==> src/rtl/fifo_drain_serializer.sv <==
// rtl/fifo_drain_serializer.sv - pops words from an 8-bit FIFO and sends each as a start/data/parity/stop serial frame
module fifo_drain_serializer #(
    parameter int N            = 8,
    parameter int CLKS_PER_BIT = 4,
    parameter int PARITY_EN    = 0
) (
    input  logic         clk,
    input  logic         rst_n,
    input  logic         tx_enable,
    input  logic         fifo_empty,
    input  logic [N-1:0] fifo_data,
    output logic         fifo_rd_en,
    output logic         tx_serial,
    output logic         busy,
    output logic         byte_done
);

    localparam int BAUD_W = (CLKS_PER_BIT > 1) ? $clog2(CLKS_PER_BIT) : 1;
    localparam int BIT_W  = $clog2(N + 1);
    localparam logic [BAUD_W-1:0] BAUD_LAST = BAUD_W'(CLKS_PER_BIT - 1);
    localparam logic [BAUD_W-1:0] BAUD_PRE  = BAUD_W'(CLKS_PER_BIT - 2);
    localparam logic [BIT_W-1:0]  BIT_LAST  = BIT_W'(N - 1);

    typedef enum logic [2:0] {
        IDLE   = 3'd0,
        POP    = 3'd1,
        LOAD   = 3'd2,
        START  = 3'd3,
        DATA   = 3'd4,
        PARITY = 3'd5,
        STOP   = 3'd6
    } state_t;

    state_t              state;
    logic [N-1:0]        shreg;
    logic                parity_bit;
    logic [BAUD_W-1:0]   baud_cnt;
    logic [BIT_W-1:0]    bit_cnt;

    always_ff @(posedge clk or negedge rst_n) begin
        if (!rst_n) begin
            state      <= IDLE;
            shreg      <= '0;
            parity_bit <= 1'b0;
            baud_cnt   <= '0;
            bit_cnt    <= '0;
            fifo_rd_en <= 1'b0;
            tx_serial  <= 1'b1;
            busy       <= 1'b0;
            byte_done  <= 1'b0;
        end else begin
            fifo_rd_en <= 1'b0;
            byte_done  <= 1'b0;
            case (state)
                IDLE: begin
                    tx_serial <= 1'b1;
                    baud_cnt  <= '0;
                    if (tx_enable && !fifo_empty) begin
                        state      <= POP;
                        fifo_rd_en <= 1'b1;
                        busy       <= 1'b1;
                    end else begin
                        busy <= 1'b0;
                    end
                end
                POP: begin
                    tx_serial <= 1'b1;
                    state     <= LOAD;
                end
                // The popped word is valid on fifo_data one edge after rd_en was sampled.
                LOAD: begin
                    shreg      <= fifo_data;
                    parity_bit <= ^fifo_data;
                    baud_cnt   <= '0;
                    bit_cnt    <= '0;
                    tx_serial  <= 1'b0;
                    state      <= START;
                end
                START: begin
                    if (baud_cnt == BAUD_LAST) begin
                        baud_cnt  <= '0;
                        tx_serial <= shreg[0];
                        state     <= DATA;
                    end else begin
                        baud_cnt <= baud_cnt + 1'b1;
                    end
                end
                DATA: begin
                    if (baud_cnt == BAUD_LAST) begin
                        baud_cnt <= '0;
                        if (bit_cnt == BIT_LAST) begin
                            bit_cnt <= '0;
                            if (PARITY_EN != 0) begin
                                tx_serial <= parity_bit;
                                state     <= PARITY;
                            end else begin
                                tx_serial <= 1'b1;
                                state     <= STOP;
                            end
                        end else begin
                            bit_cnt   <= bit_cnt + 1'b1;
                            shreg     <= {1'b0, shreg[N-1:1]};
                            tx_serial <= shreg[1];
                        end
                    end else begin
                        baud_cnt <= baud_cnt + 1'b1;
                    end
                end
                PARITY: begin
                    if (baud_cnt == BAUD_LAST) begin
                        baud_cnt  <= '0;
                        tx_serial <= 1'b1;
                        state     <= STOP;
                    end else begin
                        baud_cnt <= baud_cnt + 1'b1;
                    end
                end
                STOP: begin
                    tx_serial <= 1'b1;
                    // Registered pulse, so it is raised one cycle ahead to land on the final stop cycle.
                    if (baud_cnt == BAUD_PRE) begin
                        byte_done <= 1'b1;
                    end
                    if (baud_cnt == BAUD_LAST) begin
                        baud_cnt <= '0;
                        if (tx_enable && !fifo_empty) begin
                            state      <= POP;
                            fifo_rd_en <= 1'b1;
                        end else begin
                            state <= IDLE;
                            busy  <= 1'b0;
                        end
                    end else begin
                        baud_cnt <= baud_cnt + 1'b1;
                    end
                end
                default: begin
                    state     <= IDLE;
                    tx_serial <= 1'b1;
                    busy      <= 1'b0;
                end
            endcase
        end
    end

endmodule
==> config.mk <==
export PLATFORM = sky130hd
export DESIGN_NAME = fifo_drain_serializer
export DESIGN_NICKNAME = d
export VERILOG_FILES = /design/src/rtl/fifo_drain_serializer.sv
export SDC_FILE = /design/constraint.sdc
export NUM_CORES = 1
export LEC_CHECK = 0
export CELL_PAD_IN_SITES_DETAIL_PLACEMENT = 0
export CELL_PAD_IN_SITES_GLOBAL_PLACEMENT = 1
export CORE_ASPECT_RATIO = 0.7
export CORE_UTILIZATION = 27
export CTS_CLUSTER_SIZE = 25
export DETAILED_ROUTE_END_ITERATION = 10
export GPL_TIMING_DRIVEN = 0
export PLACE_DENSITY = 0.53
export SETUP_SLACK_MARGIN = 0.2
export SLEW_MARGIN = 15
export SYNTH_ARGS = -nofsm -noshare
export SYNTH_HDL_FRONTEND = slang
export SYNTH_SLANG_ARGS = --single-unit
==> constraint.sdc <==
create_clock -name clk -period 2.5 [get_ports clk]
set_clock_uncertainty 0.2 [all_clocks]
set_input_delay 0.75 -clock clk [delete_from_list [all_inputs] [get_ports clk]]
set_output_delay 0.75 -clock clk [all_outputs]
set_load 0.02 [all_outputs]
# [Word-level counts from Yosys, hierarchy flattened]
# Index checks and enable logic that the tools add are counted.
[totals] ff_bits=21 inputBits=12 output_inout_bits=4
[op_classes] addsub=2 eq_ne=17 n_mux=29 bitwise_logic=1 reduce_logical=13
[ops] op="3-bit case mux with 7 select lines" count=1
[ops] op="3-bit 2-to-1 mux" count=6
[ops] op="8-bit 2-to-1 mux" count=2
[ops] op="2-bit != test, second input constant" count=8
[ops] op="8-bit case mux with 2 select lines" count=1
[ops] op="1-bit 2-to-1 mux" count=11
[ops] op="3-bit == test, second input constant" count=3
[ops] op="3-bit AND reduction" count=3
[ops] op="4-bit 2-to-1 mux" count=2
[ops] op="4-bit case mux with 2 select lines" count=1
[ops] op="3-bit by 2-bit == test with 1-bit output, second input constant" count=2
[ops] op="6-bit AND reduction" count=1
[ops] op="5-bit OR reduction" count=1
[ops] op="4-bit by 1-bit adder with 4-bit output, second input constant" count=1
[ops] op="2-bit == test, second input constant" count=2
[ops] op="4-bit by 3-bit == test with 1-bit output, second input constant" count=1
[ops] op="1-bit case mux with 4 select lines" count=1
[ops] op="2-bit case mux with 2 select lines" count=1
[ops] op="2-bit nonzero test" count=2
[ops] op="4-bit OR reduction" count=1
[ops] op="3-bit by 1-bit == test with 1-bit output, second input constant" count=1
[ops] op="3-bit zero test" count=1
[ops] op="1-bit case mux with 3 select lines" count=1
[ops] op="2-bit by 1-bit adder with 2-bit output, second input constant" count=1
[ops] op="other kinds (7)" count=7

# [Longest topological paths before layout]
# Gate-level depths: netlist (run 1).
[depth] depth_word=5 ltp_mapped=6 mapped_depth_nobuf=5

# [Worst setup path after synthesis (run 1)]
# No wires, ideal clock.
[synth_timing] path_type="reg-to-reg" from="reg baud_cnt[0]" to="reg shreg[0]" setup_time_ns=0.125 arrival_ns=1.610 slack_ns=0.566 stages_incl_launch_ff=5 n_path_buf=0 path_cell_list="dfrtp_1 -> ha_1 -> nand2_2 -> o41ai_4 -> mux2_2"
[synth_via] elab_chain_len=3
[synth_lines] item="start: declaration" line="37" rtl="logic [BAUD_W-1:0] baud_cnt;"
[synth_lines] item="start signal: assignment" line="85" rtl="baud_cnt <= baud_cnt + 1'b1;"
[synth_lines] item="start signal: assignment" line="106" rtl="baud_cnt <= baud_cnt + 1'b1;"
[synth_lines] item="start signal: assignment" line="115" rtl="baud_cnt <= baud_cnt + 1'b1;"
[synth_lines] item="2-bit == test" line="89" rtl="if (baud_cnt == BAUD_LAST) begin"
[synth_lines] item="2-bit != test (no source line)"
[synth_lines] item="3-bit AND reduction (no source line)"
[synth_lines] item="end signal: assignment" line="72" rtl="shreg <= fifo_data;"
[synth_lines] item="end signal: assignment" line="102" rtl="shreg <= {1'b0, shreg[N-1:1]};"
[synth_lines] item="end: declaration" line="35" rtl="logic [N-1:0] shreg;"
# Every way passes these cells.
# A chain may end at the register's enable or synchronous reset.

# [Worst setup path after layout (run 1)]
[layout_timing] from="reg busy" to="out busy"
[layout_lines] item="start: declaration" line="14" rtl="output logic busy,"
[layout_lines] item="start signal: assignment" line="49" rtl="busy <= 1'b0;"
[layout_lines] item="start signal: assignment" line="61" rtl="busy <= 1'b1;"
[layout_lines] item="start signal: assignment" line="63" rtl="busy <= 1'b0;"
# No word-level cell between the ends.

==> results of run 1 <==
-- logic make-up (layout without fill, tap and decap cells) --
group,after synthesis,in the layout,share of synthesized area
AO/OA/AOI/OAI,35,35,0.209
adder cells (fa/ha/maj),3,3,0.0299
flip-flops,21,21,0.419
buffers and inverters,15,35,0.0488
multiplexers,15,15,0.133
AND/OR/NAND/NOR,33,33,0.160
-- per-stage QoR --
step	power, W	area [µm²]	cells	utilization	worst slack (ps)
5_1_grt	0.00165	1530	197	0.348	232
3_5_place_dp	0.00130	1480	192	0.335	204
4_1_cts	0.00153	1520	196	0.345	242
6_report	0.00154	1530	197	0.348	292
3_3_place_gp	0.00129	1480	192	0.335	219
2_1_floorplan	0.00108	1260	122	-	566
-- registers in the layout (all words and copies together) (netlist names) --
| name | cells |
|---|---|
| state | 3 |
| tx_serial | 1 |
| baud_cnt | 2 |
| fifo_rd_en | 1 |
| bit_cnt | 4 |
| shreg | 8 |
| busy | 1 |
| byte_done | 1 |
-- cell type report --
type,instances,area [µm²]
Inverter,7,26.3
Multi-Input combinational cell,86,672
Tap cell,55,68.8
Fill cell,450,2870
Sequential cell,21,527
Buffer,8,35.0
Clock inverter,1,5.00
Timing Repair Buffer,16,156
Clock buffer,3,41.3
-- power by group --
group	switching (W)	leakage, nW	internal, W
Clock	0.000124	0.0255	0.000111
Sequential	0.0000744	0.265	0.000450
Combinational	0.000421	0.335	0.000355
-- routing by layer --
metal,up-vias,routed length (µm)
li1,493,-
met5,-,0
met1,489,1710
met2,22,1180
met3,4,167
met4,0,25
-- worst paths after layout --
| path | slack, ps | from | to |
|---|---|---|---|
| setup / recovery | 290 | busy | busy |
| min in group asynchronous | 820 | rst_n | baud_cnt[1] |
| setup reg to reg | 350 | state[1] | shreg[1] |
| hold / removal | 310 | shreg[6] | shreg[6] |
| max in group asynchronous | 660 | rst_n | shreg[1] |
| hold reg to reg | 310 | shreg[6] | shreg[6] |
-- Yosys cell counts, types with 3 or more instances --
library cell	number	area, µm²
dfrtp_1	20	500
mux2_2	14	158
o21ai_0	9	45.0
inv_1	7	26.3
a21oi_1	6	30.0
nor2_1	6	22.5
nand2b_1	5	31.3
buf_2	4	20.0
nand2_1	4	15.0
a32oi_1	3	26.3
clkbuf_1	3	11.3
ha_1	3	37.5
nand3b_1	3	22.5
nor2b_1	3	18.8
o31ai_1	3	22.5
-- timing repair --
action                     in CTS  in global routing
setup endpoints to repair       6                  7
hold buffers                    0                  0
buffers inserted                0                  1
hold endpoints to repair        0                  0
resized for setup               1                  1
pin swaps                       1                  1
==> run_results.csv, run 1 <==
group,metric,value,unit
global_route,grt_max_degree,22,
global_route,overflow,0,
detailed_routing,finalWirelength,3.09,mm
setup_path,crit_slowest_cell,"clkdlybuf4s50_1",
floorplan,start_util,0.286,
detailed_routing,first_iter_violations,43,
detailed_routing,wire_per_inst,15.7,µm
detailed_routing,routed_via_density,5.12,
timing,fmax,453,MHz
floorplan,dieArea,4940,µm²
setup_path,worstSetupPathDepth,1,
setup_path,path_max_fanout,4,
synthesis,yosysSeqAreaShare,0.419,
timing,slew_viol_final,0,
timing,worst_pin_slew,1000,ps
setup_path,crit_path_max_incr_delay,610,ps
setup_path,critPathArrivalTime,1260,ps
detailed_routing,drc,0,
timing,final.setup.tns,0,ps
global_route,gr-usage-met2,0.187,
detailed_routing,firstDrtPassIters,4,
synthesis,async_flop_share,1.00,
synthesis,synth_area,1260,µm²
synthesis,synth_edf_count,0,
power_and_ir_drop,pwr_density_cell,1000,nW/µm²
setup_path,critPathTopFamily,"buffers and inverters",
timing,holdWs,312,ps
layout,n_antenna_cell,0,
timing,rsz0062_at_grt,"no",
setup_path,path_buf_inv,1,
synthesis,synth_seq_cells,21,
layout,nets,158,
global_route,grt_pass1_vias,1001,
timing,setup_viol,0,
power_and_ir_drop,max-vdd-ir-drop,0.000323,V
job,maxCapViolations,0,
clocking,insertion_delay,270,ps
worst_hold_path,holdPathStages,1,
worst_hold_path,hold_class,"reg2reg",
detailed_routing,ant_nets,0,
synthesis,yosysWarnings,0,
clocking,cts.htree.levels,1,
place,finalWeightedCongestion,0.744,
setup_path,reg2regPathDepth,4,
timing,post-route-min-period,2210,ps
synthesis,syn-num-nets,137,
clocking,cts.sinks,21,
floorplan,core,4400,µm²
clocking,root_buffer,"clkbuf_8",
setup_path,cp.required,1550,ps
layout,area_growth,21.8,%
floorplan,rows,20,
clocking,cts_buffers,3,
layout,final_common_cell,"dfrtp_1",
global_route,use_met1,0.212,
timing,finalCritPeriodShare,0.883,
clocking,clock_path_buffers,2,
setup_path,worstSetupPathType,"reg2out",
clocking,clk_pin_slew,90,ps
global_route,grtUsageTotal,0.140,
layout,final_cell_mix,"dfrtp_1, mux2_2, clkdlybuf4s50_1, o21ai_0, inv_1",
clocking,cts_tree,"done",
global_route,antenna_found_initial,0,
timing,slew_headroom,0.331,
synthesis,avgSynthCellArea,10.3,µm²
floorplan,dieWidth,83.6,µm
setup_path,cp-start-kind,"register",
place,hpwl,2.16,mm
layout,drive_gt1_frac,0.218,
synthesis,yosysUniqueCellTypes,38,
timing,hold_viol_final,0,
floorplan,top_level_ports,16,
outcome,status,"finished clean",
floorplan,fp.dieH,59.1,µm
setup_path,cp-end-kind,"primary output",
synthesis,syn_inst,122,
setup_path,worstPathCellList,"clkdlybuf4s50_1",
power_and_ir_drop,leakage,0.625,nW
global_route,grtUsageMet3,0.0446,
place,io_buffers,15,
detailed_routing,dr_total_vias,1008,
synthesis,ys.flop_type,"dfrtp_1",
global_route,grt_first_pass_wirelength,5.30,mm
global_route,busiest_layer,"met1",
Power figures use the tool's default switching activity.
==> inputs of run 2 (changes only) <==
Settings changed: PLACE_DENSITY 0.53 to 0.66, SLEW_MARGIN 15 to 10.
==> run 2 against run 1 <==
  * Setup slack worse by 5.3 ps
  * Sequential power down 1%
  * Register-to-register slack about the same
  * Die area unchanged
  * Non-clock buffer count unchanged
  * Critical path depth unchanged
  * Sequential share of layout area up 0.056 points
  * Largest power group unchanged
==> run_results.csv, run 2 (synthesis results as in run 1) <==
group,metric,value,unit
clocking,insertion_delay,260,ps
floorplan,dieWidth,83.6,µm
global_route,overflow,0,
global_route,grt_first_pass_wirelength,4.70,mm
setup_path,reg2reg_slack,360,ps
clocking,cts_buffers,3,
detailed_routing,dr_total_vias,1022,
setup_path,critPathArrivalTime,1260,ps
power_and_ir_drop,p_sw,0.000605,W
detailed_routing,firstDrtPassIters,4,
global_route,use_met1,0.175,
power_and_ir_drop,p_int,0.000914,W
clocking,root_buffer,"clkbuf_8",
layout,n_antenna_cell,0,
layout,largest_reg_flops,8,
power_and_ir_drop,pwr_density_cell,994,nW/µm²
timing,slew_headroom,0.330,
global_route,grt_max_degree,22,
timing,slew_viol_final,0,
floorplan,top_level_ports,16,
timing,fmax,452,MHz
layout,area_growth,21.6,%
detailed_routing,finalWirelength,2.81,mm
setup_path,path_buf_inv,1,
setup_path,cp.required,1550,ps
place,dp_cells,192,
power_and_ir_drop,max-vdd-ir-drop,0.000284,V
place,postPlaceCellArea,1480,µm²
timing,holdWs,306,ps
detailed_routing,ant_nets,0,
layout,final_common_cell,"dfrtp_1",
timing,setup_slack,287,ps
setup_path,worstSetupPathType,"reg2out",
power_and_ir_drop,p_comb_frac,0.506,
floorplan,core,4400,µm²
timing,rsz0062_at_grt,"no",
power_and_ir_drop,switching_share,0.398,
layout,fin_cells,197,
detailed_routing,first_iter_violations,61,
timing,final.setup.tns,0,ps
timing,hold_viol_final,0,
timing,worst_pin_slew,1000,ps
place,dp_slack,239,ps
clocking,cts.sinks,21,
timing,post-route-min-period,2210,ps
layout,nets,158,
setup_path,path_max_fanout,4,
floorplan,rows,20,
job,maxCapViolations,0,
floorplan,dieArea,4940,µm²
setup_path,worstPathCellList,"clkdlybuf4s50_1",
clocking,cts_hold_buf,0,
clocking,clk_pin_slew,80,ps
detailed_routing,routed_via_density,5.19,
outcome,status,"finished clean",
global_route,antenna_found_initial,0,
layout,drive_gt1_frac,0.211,
setup_path,crit_slowest_cell,"clkdlybuf4s50_1",
global_route,grt_pass1_vias,931,
clocking,cts_tree,"done",
detailed_routing,wire_per_inst,14.2,µm
place,finalWeightedCongestion,0.757,
timing,setup_viol,0,
layout,largestRegisters,"shreg: 8 flops, bit_cnt: 4 flops, state: 3 flops",
setup_path,critPathTopFamily,"buffers and inverters",
setup_path,cp-end-kind,"primary output",
power_and_ir_drop,leakage,0.627,nW
floorplan,fp.dieH,59.1,µm
layout,fin_area,1530,µm²
place,hpwl,2.01,mm
power_and_ir_drop,seq_power_share,0.343,
global_route,grtUsageMet3,0.0306,
power_and_ir_drop,p_clk_frac,0.152,
layout,nFillCells,440,
setup_path,crit_path_max_incr_delay,610,ps
timing,finalCritPeriodShare,0.885,
layout,final_cell_mix,"dfrtp_1, mux2_2, clkdlybuf4s50_1, o21ai_0, inv_1",
floorplan,start_util,0.286,
clocking,clock_path_buffers,2,
worst_hold_path,hold_class,"reg2reg",
global_route,grtUsageTotal,0.120,
layout,top_register,"shreg",
detailed_routing,drc,0,
global_route,busiest_layer,"met2",
setup_path,cp-start-kind,"register",
place,io_buffers,15,
global_route,gr-usage-met2,0.186,
clocking,cts.htree.levels,1,
==> run 2: cell types whose count changed in the layout (fill, tap and decap cells not counted) <==
cell | before | now
ha_1 | 2 | 3
ha_2 | 1 | 0
==> run 2: routing by layer <==
metal,vias to the layer above,part of all wire
met4,0,0.0043
met5,-,0
met1,503,0.51
met3,3,0.039
met2,22,0.44
li1,494,-
==> run 2: power groups by stage <==
stage                     sequential [W]  clock [W]  combinational (W)
after CTS                       0.000521   0.000241           0.000757
after global placement          0.000523          0           0.000745
after global routing            0.000538   0.000253           0.000844
after floorplan                 0.000528          0           0.000556
after detailed placement        0.000528          0           0.000759
final                           0.000520   0.000230           0.000768
==> run 2: worst paths after layout <==
| check | start | to | cells past startpoint |
|---|---|---|---|
| worst max register to register | state[1] | shreg[4] | 4 |
| min in group asynchronous | rst_n | state[2] | 1 |
| worst min register to register | shreg[0] | shreg[0] | 1 |
| worst min-delay path | shreg[0] | shreg[0] | 1 |
| max in group asynchronous | rst_n | shreg[5] | 1 |
| worst max-delay path | busy | busy | 1 |
==> run 2: final cells by class <==
cell class              instances  area [µm²]  share of cell area
multi-input cells              86         669               0.438
flip-flops and latches         21         527               0.345
repair buffers                 16         156               0.102
well taps                      55        68.8              0.0450
clock buffers                   3        41.3              0.0270
plain buffers                   8        35.0              0.0229
inverters                       7        26.3              0.0172
clock inverters                 1        5.00             0.00327
==> run 2: stage by stage <==
step | utilization | total power, W
after floorplan | - | 0.00108
after global placement | 0.335 | 0.00127
after detailed placement | 0.335 | 0.00129
after CTS | 0.345 | 0.00152
after global routing | 0.347 | 0.00163
final | 0.347 | 0.00152
==> run 2: repair_timing <==
item                       4_1_cts  5_1_grt
resized for setup                1        0
gates cloned                     0        0
setup buffers                    0        1
setup endpoints to repair        1        7
pin swaps                        0        1
==> inputs of run 3 (changes only) <==
Settings changed: GPL_TIMING_DRIVEN 0 to 1.
==> run 3 against run 2 <==
  * Utilization rose by 0.37 points
  * Fmax is 0.33% higher
  * Power fell by 1.7%
  * Global-route usage is essentially flat
  * Critical path type unchanged
  * Highest routed layer unchanged
==> run_results.csv, run 3 (synthesis results as in run 1) <==
group,metric,value,unit
outcome,status,"finished clean",
timing,post-route-min-period,2210,ps
layout,post-route-util,0.351,
detailed_routing,wire_per_inst,13.9,µm
clocking,clock_path_buffers,2,
setup_path,crit_slowest_cell,"clkdlybuf4s50_1",
layout,largest_reg_flops,8,
detailed_routing,ant_nets,0,
clocking,insertion_delay,260,ps
setup_path,worstPathCellList,"clkdlybuf4s50_1",
timing,setup_viol,0,
timing,finalCritPeriodShare,0.882,
timing,holdWs,307,ps
setup_path,path_buf_inv,1,
detailed_routing,firstDrtPassIters,4,
timing,slew_viol_final,0,
clocking,post_cts_buffers,0,
worst_hold_path,hold_class,"reg2reg",
global_route,grtUsageTotal,0.120,
clocking,cts_buffers,3,
clocking,clk_pin_slew,80,ps
setup_path,reg2reg_from,"bit_cnt[1]",
layout,nets,157,
timing,hold_viol_final,0,
floorplan,rows,20,
setup_path,crit_path_max_incr_delay,620,ps
global_route,overflow,0,
setup_path,critPathTopFamily,"buffers and inverters",
floorplan,core,4400,µm²
setup_path,setup.worst_path.start,"busy",
floorplan,start_util,0.286,
setup_path,path_max_fanout,4,
timing,final.setup.tns,0,ps
setup_path,worstSetupPathType,"reg2out",
global_route,grt_first_pass_wirelength,4.69,mm
layout,area_growth,22.9,%
setup_path,cp-end-kind,"primary output",
place,finalWeightedCongestion,0.735,
power_and_ir_drop,max-vdd-ir-drop,0.000393,V
detailed_routing,drc,0,
clocking,cts_tree,"done",
power_and_ir_drop,leakage,0.648,nW
timing,fmax,453,MHz
detailed_routing,finalWirelength,2.72,mm
layout,drive_gt1_frac,0.227,
timing,worst_pin_slew,540,ps
place,hpwl,1.88,mm
place,io_buffers,15,
layout,fin_area,1550,µm²
power_and_ir_drop,pwr_density_cell,966,nW/µm²
detailed_routing,routed_via_density,4.94,
layout,final_cell_mix,"dfrtp_1, mux2_2, clkdlybuf4s50_1, o21ai_0, buf_4",
global_route,grt_max_degree,22,
setup_path,cp.required,1550,ps
floorplan,dieArea,4940,µm²
job,maxCapViolations,0,
layout,largestRegisters,"shreg: 8 flops, bit_cnt: 4 flops, state: 3 flops",
clocking,root_buffer,"clkbuf_8",
setup_path,cp-start-kind,"register",
clocking,cts_hold_buf,0,
worst_hold_path,hp-start,"shreg[6]",
setup_path,critPathArrivalTime,1260,ps
global_route,antenna_found_initial,0,
global_route,grt_pass1_vias,1008,
detailed_routing,first_iter_violations,63,
place,postPlaceCellArea,1500,µm²
layout,n_antenna_cell,0,
place,dp_slack,400,ps
layout,final_common_cell,"dfrtp_1",
floorplan,top_level_ports,16,
layout,top_register,"shreg",
clocking,cts.htree.levels,1,
timing,slew_headroom,0.639,
timing,rsz0062_at_grt,"no",
detailed_routing,dr_total_vias,969,
floorplan,fp.dieH,59.1,µm
floorplan,dieWidth,83.6,µm
timing,setup_slack,294,ps
clocking,cts.sinks,21,
run 3: path summary, 6_finish.rpt:
path / endpoint / slack (ps) / cells after the start
worst min register to register: shreg[6] / 310 / 1
worst max register to register: shreg[4] / 390 / 4
min in group asynchronous: state[2] / 630 / 2
worst min-delay path: shreg[6] / 310 / 1
max in group asynchronous: tx_serial / 1200 / 2
worst max-delay path: busy / 290 / 1
run 3: layout make-up:
class | instances | area (µm²)
Multi-Input combinational cell | 86 | 669
Clock buffer | 4 | 45.0
Timing Repair Buffer | 23 | 209
Fill cell | 454 | 2860
Tap cell | 55 | 68.8
Sequential cell | 21 | 527
Inverter | 7 | 26.3
run 3: stage by stage:
step / std cells / power (W)
after floorplan: 122 / 0.00108
after global placement: 192 / 0.00126
after detailed placement: 192 / 0.00128
after CTS: 196 / 0.00151
after global routing: 196 / 0.00162
final: 196 / 0.00149
run 3: routing by layer:
| metal | global-route usage | vias to the layer above | part of all wire |
|---|---|---|---|
| met5 | 0 | - | 0 |
| met4 | 0.0291 | 0 | 0.0029 |
| met3 | 0.0306 | 2 | 0.036 |
| met2 | 0.201 | 20 | 0.44 |
| met1 | 0.158 | 458 | 0.52 |
| li1 | - | 489 | - |
run 3: timing repair:
item                                    4_1_cts  5_1_grt
resized for setup                             1        0
hold endpoints to repair                      0        0
endpoints found under the setup margin        1        0
run 3: report_power, final:
| group | internal [W] | switching, W | leakage [nW] | total [W] |
|---|---|---|---|---|
| combinational | 0.000361 | 0.000343 | 0.360 | 0.000704 |
| clock | 0.000113 | 0.000110 | 0.0228 | 0.000223 |
| sequential | 0.000450 | 0.000116 | 0.265 | 0.000566 |
run 3: worst reg2reg max path, cell delays in order (launching register included):
cell and delay (ps):
dfrtp_1 420, ha_1 240, and3b_1 270, o41ai_4 470
mux2_2 400
